File: src/rtl/seq_control.sv
// seq_control: compare-and-write sequencer for the register-file/ALU datapath.
//
// Walks every adjacent register pair (k, k+1), k = 0..NREG-2. For each pair it
// sets up the operand muxes (SETUP), samples the datapath flag mayor (CMP),
// and either halts at that pair or writes both registers (WR0, WR1). A full
// sweep over all pairs is one pass. With MAX_PASS=0 it sweeps forever; with
// MAX_PASS=N it stops in DONE after N passes.
//
// Handshake: start is a level request. It is looked at only in IDLE, DONE
// and HALT. Leaving DONE/HALT needs start=0 for at least one cycle. Every
// new run begins at pair 0 with the pass count cleared.
//
// Optional feature macro: CTRL_STEP_EN. When it is defined, every transition
// out of SETUP/CMP/WR0/WR1 waits for a cycle with step=1. When it is not
// defined, step is ignored.
//
// Ports:
//   clk        clock; all state updates happen on its rising edge
//   rst        synchronous active-high reset
//   start      run request level
//   mayor      datapath compare flag; sampled only in CMP
//   step       single-step advance; used only when CTRL_STEP_EN is defined
//   o_alu_op   ALU operation
//   o_sel_a    mux A select (k)
//   o_sel_b    mux B select (k+1)
//   o_sel_reg  write destination select
//   o_we       register write enable
//   o_busy     high in SETUP/CMP/WR0/WR1
//   o_done     high in DONE
//   o_halted   high in HALT
//   o_pair     current pair index k
//   o_pass     count of completed passes
//   dbg_state  raw FSM state, for debug visibility
//
// Every output is decoded from registered state only, so no input has a
// combinational path to an output.
module seq_control #(
  parameter int NREG     = 4,
  parameter int SEL_W    = 2,
  parameter int ALU_W    = 3,
  parameter int ALU_CMP  = 0,
  parameter int ALU_OP0  = 1,
  parameter int ALU_OP1  = 2,
  parameter int MAX_PASS = 0,
  parameter int PASS_W   = 8
) (
  input  logic              clk,
  input  logic              rst,
  input  logic              start,
  input  logic              mayor,
  input  logic              step,
  output logic [ALU_W-1:0]  o_alu_op,
  output logic [SEL_W-1:0]  o_sel_a,
  output logic [SEL_W-1:0]  o_sel_b,
  output logic [SEL_W-1:0]  o_sel_reg,
  output logic              o_we,
  output logic              o_busy,
  output logic              o_done,
  output logic              o_halted,
  output logic [SEL_W-1:0]  o_pair,
  output logic [PASS_W-1:0] o_pass,
  output logic [2:0]        dbg_state
);

  typedef enum logic [2:0] {
    S_IDLE  = 3'd0,
    S_SETUP = 3'd1,
    S_CMP   = 3'd2,
    S_WR0   = 3'd3,
    S_WR1   = 3'd4,
    S_HALT  = 3'd5,
    S_DONE  = 3'd6
  } state_t;

  localparam logic [SEL_W-1:0]  LAST_K = SEL_W'(NREG - 2);
  localparam logic [PASS_W-1:0] MAX_P  = PASS_W'(MAX_PASS);
  localparam logic [ALU_W-1:0]  OP_CMP = ALU_W'(ALU_CMP);
  localparam logic [ALU_W-1:0]  OP_0   = ALU_W'(ALU_OP0);
  localparam logic [ALU_W-1:0]  OP_1   = ALU_W'(ALU_OP1);

  state_t            state, state_n;
  logic [SEL_W-1:0]  k, k_n, k_plus1;
  logic [PASS_W-1:0] pass, pass_n, pass_inc;
  logic              adv;

`ifdef CTRL_STEP_EN
  assign adv = step;
`else
  logic unused_step;
  assign unused_step = step;
  assign adv         = 1'b1;
`endif

  assign k_plus1  = k + 1'b1;
  assign pass_inc = pass + 1'b1;

  always_ff @(posedge clk) begin
    if (rst) begin
      state <= S_IDLE;
      k     <= '0;
      pass  <= '0;
    end else begin
      state <= state_n;
      k     <= k_n;
      pass  <= pass_n;
    end
  end

  // Next-state logic. Only the busy states are gated by adv.
  // IDLE, HALT and DONE react to start alone.
  always_comb begin
    state_n = state;
    k_n     = k;
    pass_n  = pass;
    case (state)
      S_IDLE: begin
        if (start) begin
          state_n = S_SETUP;
          k_n     = '0;
          pass_n  = '0;
        end
      end
      S_SETUP: if (adv) state_n = S_CMP;
      S_CMP: begin
        if (adv) state_n = mayor ? S_HALT : S_WR0;
      end
      S_WR0: if (adv) state_n = S_WR1;
      S_WR1: begin
        if (adv) begin
          if (k != LAST_K) begin
            k_n     = k_plus1;
            state_n = S_SETUP;
          end else begin
            pass_n = pass_inc;
            // On the final pass, k stays at the last pair so o_pair shows
            // where the run ended.
            if (MAX_PASS != 0 && pass_inc == MAX_P) begin
              state_n = S_DONE;
            end else begin
              k_n     = '0;
              state_n = S_SETUP;
            end
          end
        end
      end
      S_HALT: if (!start) state_n = S_IDLE;
      S_DONE: if (!start) state_n = S_IDLE;
      default: state_n = S_IDLE;
    endcase
  end

  // Moore output decode.
  always_comb begin
    o_alu_op  = '0;
    o_sel_a   = '0;
    o_sel_b   = '0;
    o_sel_reg = '0;
    o_we      = 1'b0;
    o_busy    = 1'b0;
    o_done    = 1'b0;
    o_halted  = 1'b0;
    o_pair    = k;
    o_pass    = pass;
    dbg_state = state;
    case (state)
      S_SETUP, S_CMP: begin
        o_alu_op = OP_CMP;
        o_sel_a  = k;
        o_sel_b  = k_plus1;
        o_busy   = 1'b1;
      end
      S_WR0: begin
        o_alu_op  = OP_0;
        o_sel_a   = k;
        o_sel_b   = k_plus1;
        o_sel_reg = k;
        o_we      = 1'b1;
        o_busy    = 1'b1;
      end
      S_WR1: begin
        o_alu_op  = OP_1;
        o_sel_a   = k;
        o_sel_b   = k_plus1;
        o_sel_reg = k_plus1;
        o_we      = 1'b1;
        o_busy    = 1'b1;
      end
      S_HALT:  o_halted = 1'b1;
      S_DONE:  o_done   = 1'b1;
      default: ;
    endcase
  end

endmodule

File: config.mk
export PLATFORM = sky130hd
export DESIGN_NAME = seq_control
export DESIGN_NICKNAME = d
export VERILOG_FILES = /design/src/rtl/seq_control.sv
export SDC_FILE = /design/constraint.sdc
export NUM_CORES = 1
export LEC_CHECK = 0
export CAP_MARGIN = 20
export CORE_MARGIN = 1.5
export CORE_UTILIZATION = 60
export CTS_BUF_LIST = sky130_fd_sc_hd__clkbuf_4 sky130_fd_sc_hd__clkbuf_8 sky130_fd_sc_hd__clkbuf_16
export CTS_CLUSTER_DIAMETER = 80
export DETAILED_ROUTE_END_ITERATION = 16
export DONT_BUFFER_PORTS = 1
export PLACE_DENSITY = 0.74
export SETUP_SLACK_MARGIN = 0.15
export SYNTH_ARGS = -nofsm -noshare
export SYNTH_HDL_FRONTEND = slang
export SYNTH_SLANG_ARGS = --single-unit
File: constraint.sdc
create_clock -name clk -period 2.5 [get_ports clk]
set_clock_uncertainty 0.1 [all_clocks]
set_input_delay 0.125 -clock clk [delete_from_list [all_inputs] [get_ports clk]]
set_output_delay 0.125 -clock clk [all_outputs]
set_load 0.01 [all_outputs]
==> results_dict.tcl <==
set metrics [dict create \
    status "finished, final reports clean" \
    synth_edf_count 0 \
    worstSetupPathType "flip-flop to output pin" \
    drtAntennaViolNets 0 \
    yosys_warnings 0 \
    die_w_um 40.8 \
    final_hold_viol_count 0 \
    fmax_mhz 508 \
    cts_max_level 1 \
    r2r_setup_slack_ns 0.69 \
    wirelength_mm 1.63 \
    setup_slack_ns 0.532 \
    post-route-min-period_ns 1.97 \
    cts_setup_buffers 0 \
    gr-total-overflow 0 \
    ir_drop_v 0.000228 \
    grt_max_degree 16 \
    cp-end-kind "output pin" \
    syn_to_final_growth_pct 4.38 \
    most-common-layout-cells "dfxtp_1, a21oi_1, and2_1, nor2_1, o21ai_0" \
    cpMaxStageDelayCell "dfxtp_1" \
    cts_made_buffers 3 \
    p_per_area_nw_per_um2 480 \
    viasPerCell 6.24 \
    synth_area_per_cell_um2 8.40 \
    firstDrtPassIters 4 \
    ys.flop_type "dfxtp_1" \
    core_area_um2 1320 \
    cp_max_fo 15 \
    antenna_found_initial 0 \
    rows 13 \
    dpl_cell_area_um2 845 \
    cts_hold_buf 2 \
    total_power_mw 0.430 \
    fin_area_um2 895 \
    rr_startpoint "o_pair[0]" \
    gp_congestion 0.728 \
    die-area_um2 1660 \
    maxCapViolCount 0 \
    slowest_delay_ns 0.63 \
    final_common_cell "dfxtp_1" \
    synth-seq-area-share_pct 30.4 \
    cellLeakagePower_nw 0.320 \
    worst_pin_slew_ns 0.597 \
    route.detailed.wl_per_inst_um 14.1 \
    critPathRequiredTime_ns 2.28 \
    synthCells 102 \
    nets 111 \
    relSlewSlack_pct 60.0 \
    grt_use_total_pct 21.2 \
    worst_r2r_endpoint "o_pass[2]" \
    cts_resized 0 \
    start_util_pct 65.1 \
    diodes 0 \
    synth_nets 111 \
    clock_latency_ns 0.27 \
    syn_area_um2 857 \
    period_share_pct 78.7 \
    via_count 724 \
    grt_pass1_wl_mm 2.30 \
    cts_root_buf "clkbuf_4" \
    critical_path.top_delay_family "flip-flops" \
    arrival_ns 1.74 \
    r2r_cells 5 \
    synth-async-reset-ratio_pct 0 \
    drive_above_1_share_pct 10.9 \
    cts_buffer_depth 2 \
    synth-seq-cells 13 \
    placed_cells 110 \
    rsz0062_at_grt "no" \
    cts_sinks 13 \
    grt_pass1_vias 521 \
    ios 31 \
    detail_route.drc_violations 0 \
    hold_path_end "o_pair[1]" \
    cts_tree "yes" \
    drt_first_iter_violations 15 \
    numPortBuffers 0 \
    clkTransAtPathRegs_ns 0.08 \
    stdcell_count 116 \
    min_from "start" \
    path_cells "nor2_1 > xnor2_1 > and2_1" \
    final_max_slew_viol_count 0 \
    synth_cell_types 38 \
    pre_cts_slack_ns 0.708 \
    tns_ns 0 \
    fill_cells 116 \
    dp_hpwl_mm 1.15 \
    worst-path-buf-inv 0 \
    min_path_type "input pin to flip-flop" \
    setup_viol 0 \
    startpoint_type "flip-flop" \
    min_path_cells 3 \
    die_h_um 40.8 \
]
==> per-layer routing <==
metal | up-vias | part of all wire [%] | GRT usage [%]
met1 | 326 | 48 | 29.9
met5 | - | 0 | 0
met4 | 0 | 0.86 | 10.0
met3 | 2 | 6.1 | 7.07
li1 | 369 | - | -
met2 | 27 | 45 | 28.5
==> stage by stage <==
step                util (%)  hold WS [ns]
finish                  67.9        0.0119
global route            67.9        0.0180
CTS                     67.9       0.00640
detailed placement      64.1        0.0983
global placement        64.1        0.0959
floorplan                  -         0.208
==> worst register-to-register path: stages, from the launching register on <==
cell,delay [ns]
dfxtp_1,0.47
inv_1,0.13
ha_1,0.27
mux2i_2,0.41
nor4b_1,0.12
o21ba_2,0.22
==> cell families after synthesis <==
logic type / share of synthesized area [%]
simple gates: 35.6
xor+xnor: 1.02
mux: 7.59
buf+inv: 5.84
other cells: 0.438
compound gates: 13.3
fa+ha+maj: 5.84
flops: 30.4
==> report_power, final <==
| part | internal (mW) | leakage, nW | switching, mW |
|---|---|---|---|
| clock | 0.0726 | 0.0184 | 0.0712 |
| combinational | 0.0256 | 0.196 | 0.0368 |
| sequential | 0.211 | 0.105 | 0.0129 |
==> flip-flops by register name, summed over array words and instances, names as in the netlist <==
| register | count |
|---|---|
| o_pass | 8 |
| dbg_state | 3 |
| o_pair | 2 |
==> cell type report <==
cell class              count  area [um^2]  share of cell area, %
clock buffers               4         30.0                   3.36
multi-input cells          78          547                   61.1
flip-flops and latches     13          260                   29.1
inverters                   3         11.3                   1.26
repair buffers              3         27.5                   3.08
well taps                  15         18.8                   2.10
==> worst max-delay path by stage <==
stage	start	endpoint	slack, ns	depth (start not counted)
finish	dbg_state[1]	o_sel_b[0]	0.53	3
CTS	dbg_state[0]	o_sel_a[0]	0.51	3
detailed placement	o_pair[0]	o_pass[2]	0.71	5
global placement	o_pair[0]	o_pass[2]	0.75	5
floorplan	o_pair[0]	o_pass[2]	0.90	5
global route	dbg_state[1]	o_sel_a[1]	0.34	3
==> synth_stat cells, drive strengths merged, types with 4 or more instances <==
| library cell | instances | area (um^2) |
|---|---|---|
| dfxtp | 13 | 260 |
| a21oi | 7 | 35.0 |
| and2 | 6 | 37.5 |
| nor2 | 6 | 22.5 |
| o21ai | 6 | 30.0 |
| clkbuf | 5 | 18.8 |
| mux2i | 5 | 53.8 |
| ha | 4 | 50.1 |
| nand2 | 4 | 15.0 |
| nor2b | 4 | 25.0 |
(Power assumes the default switching activity.)
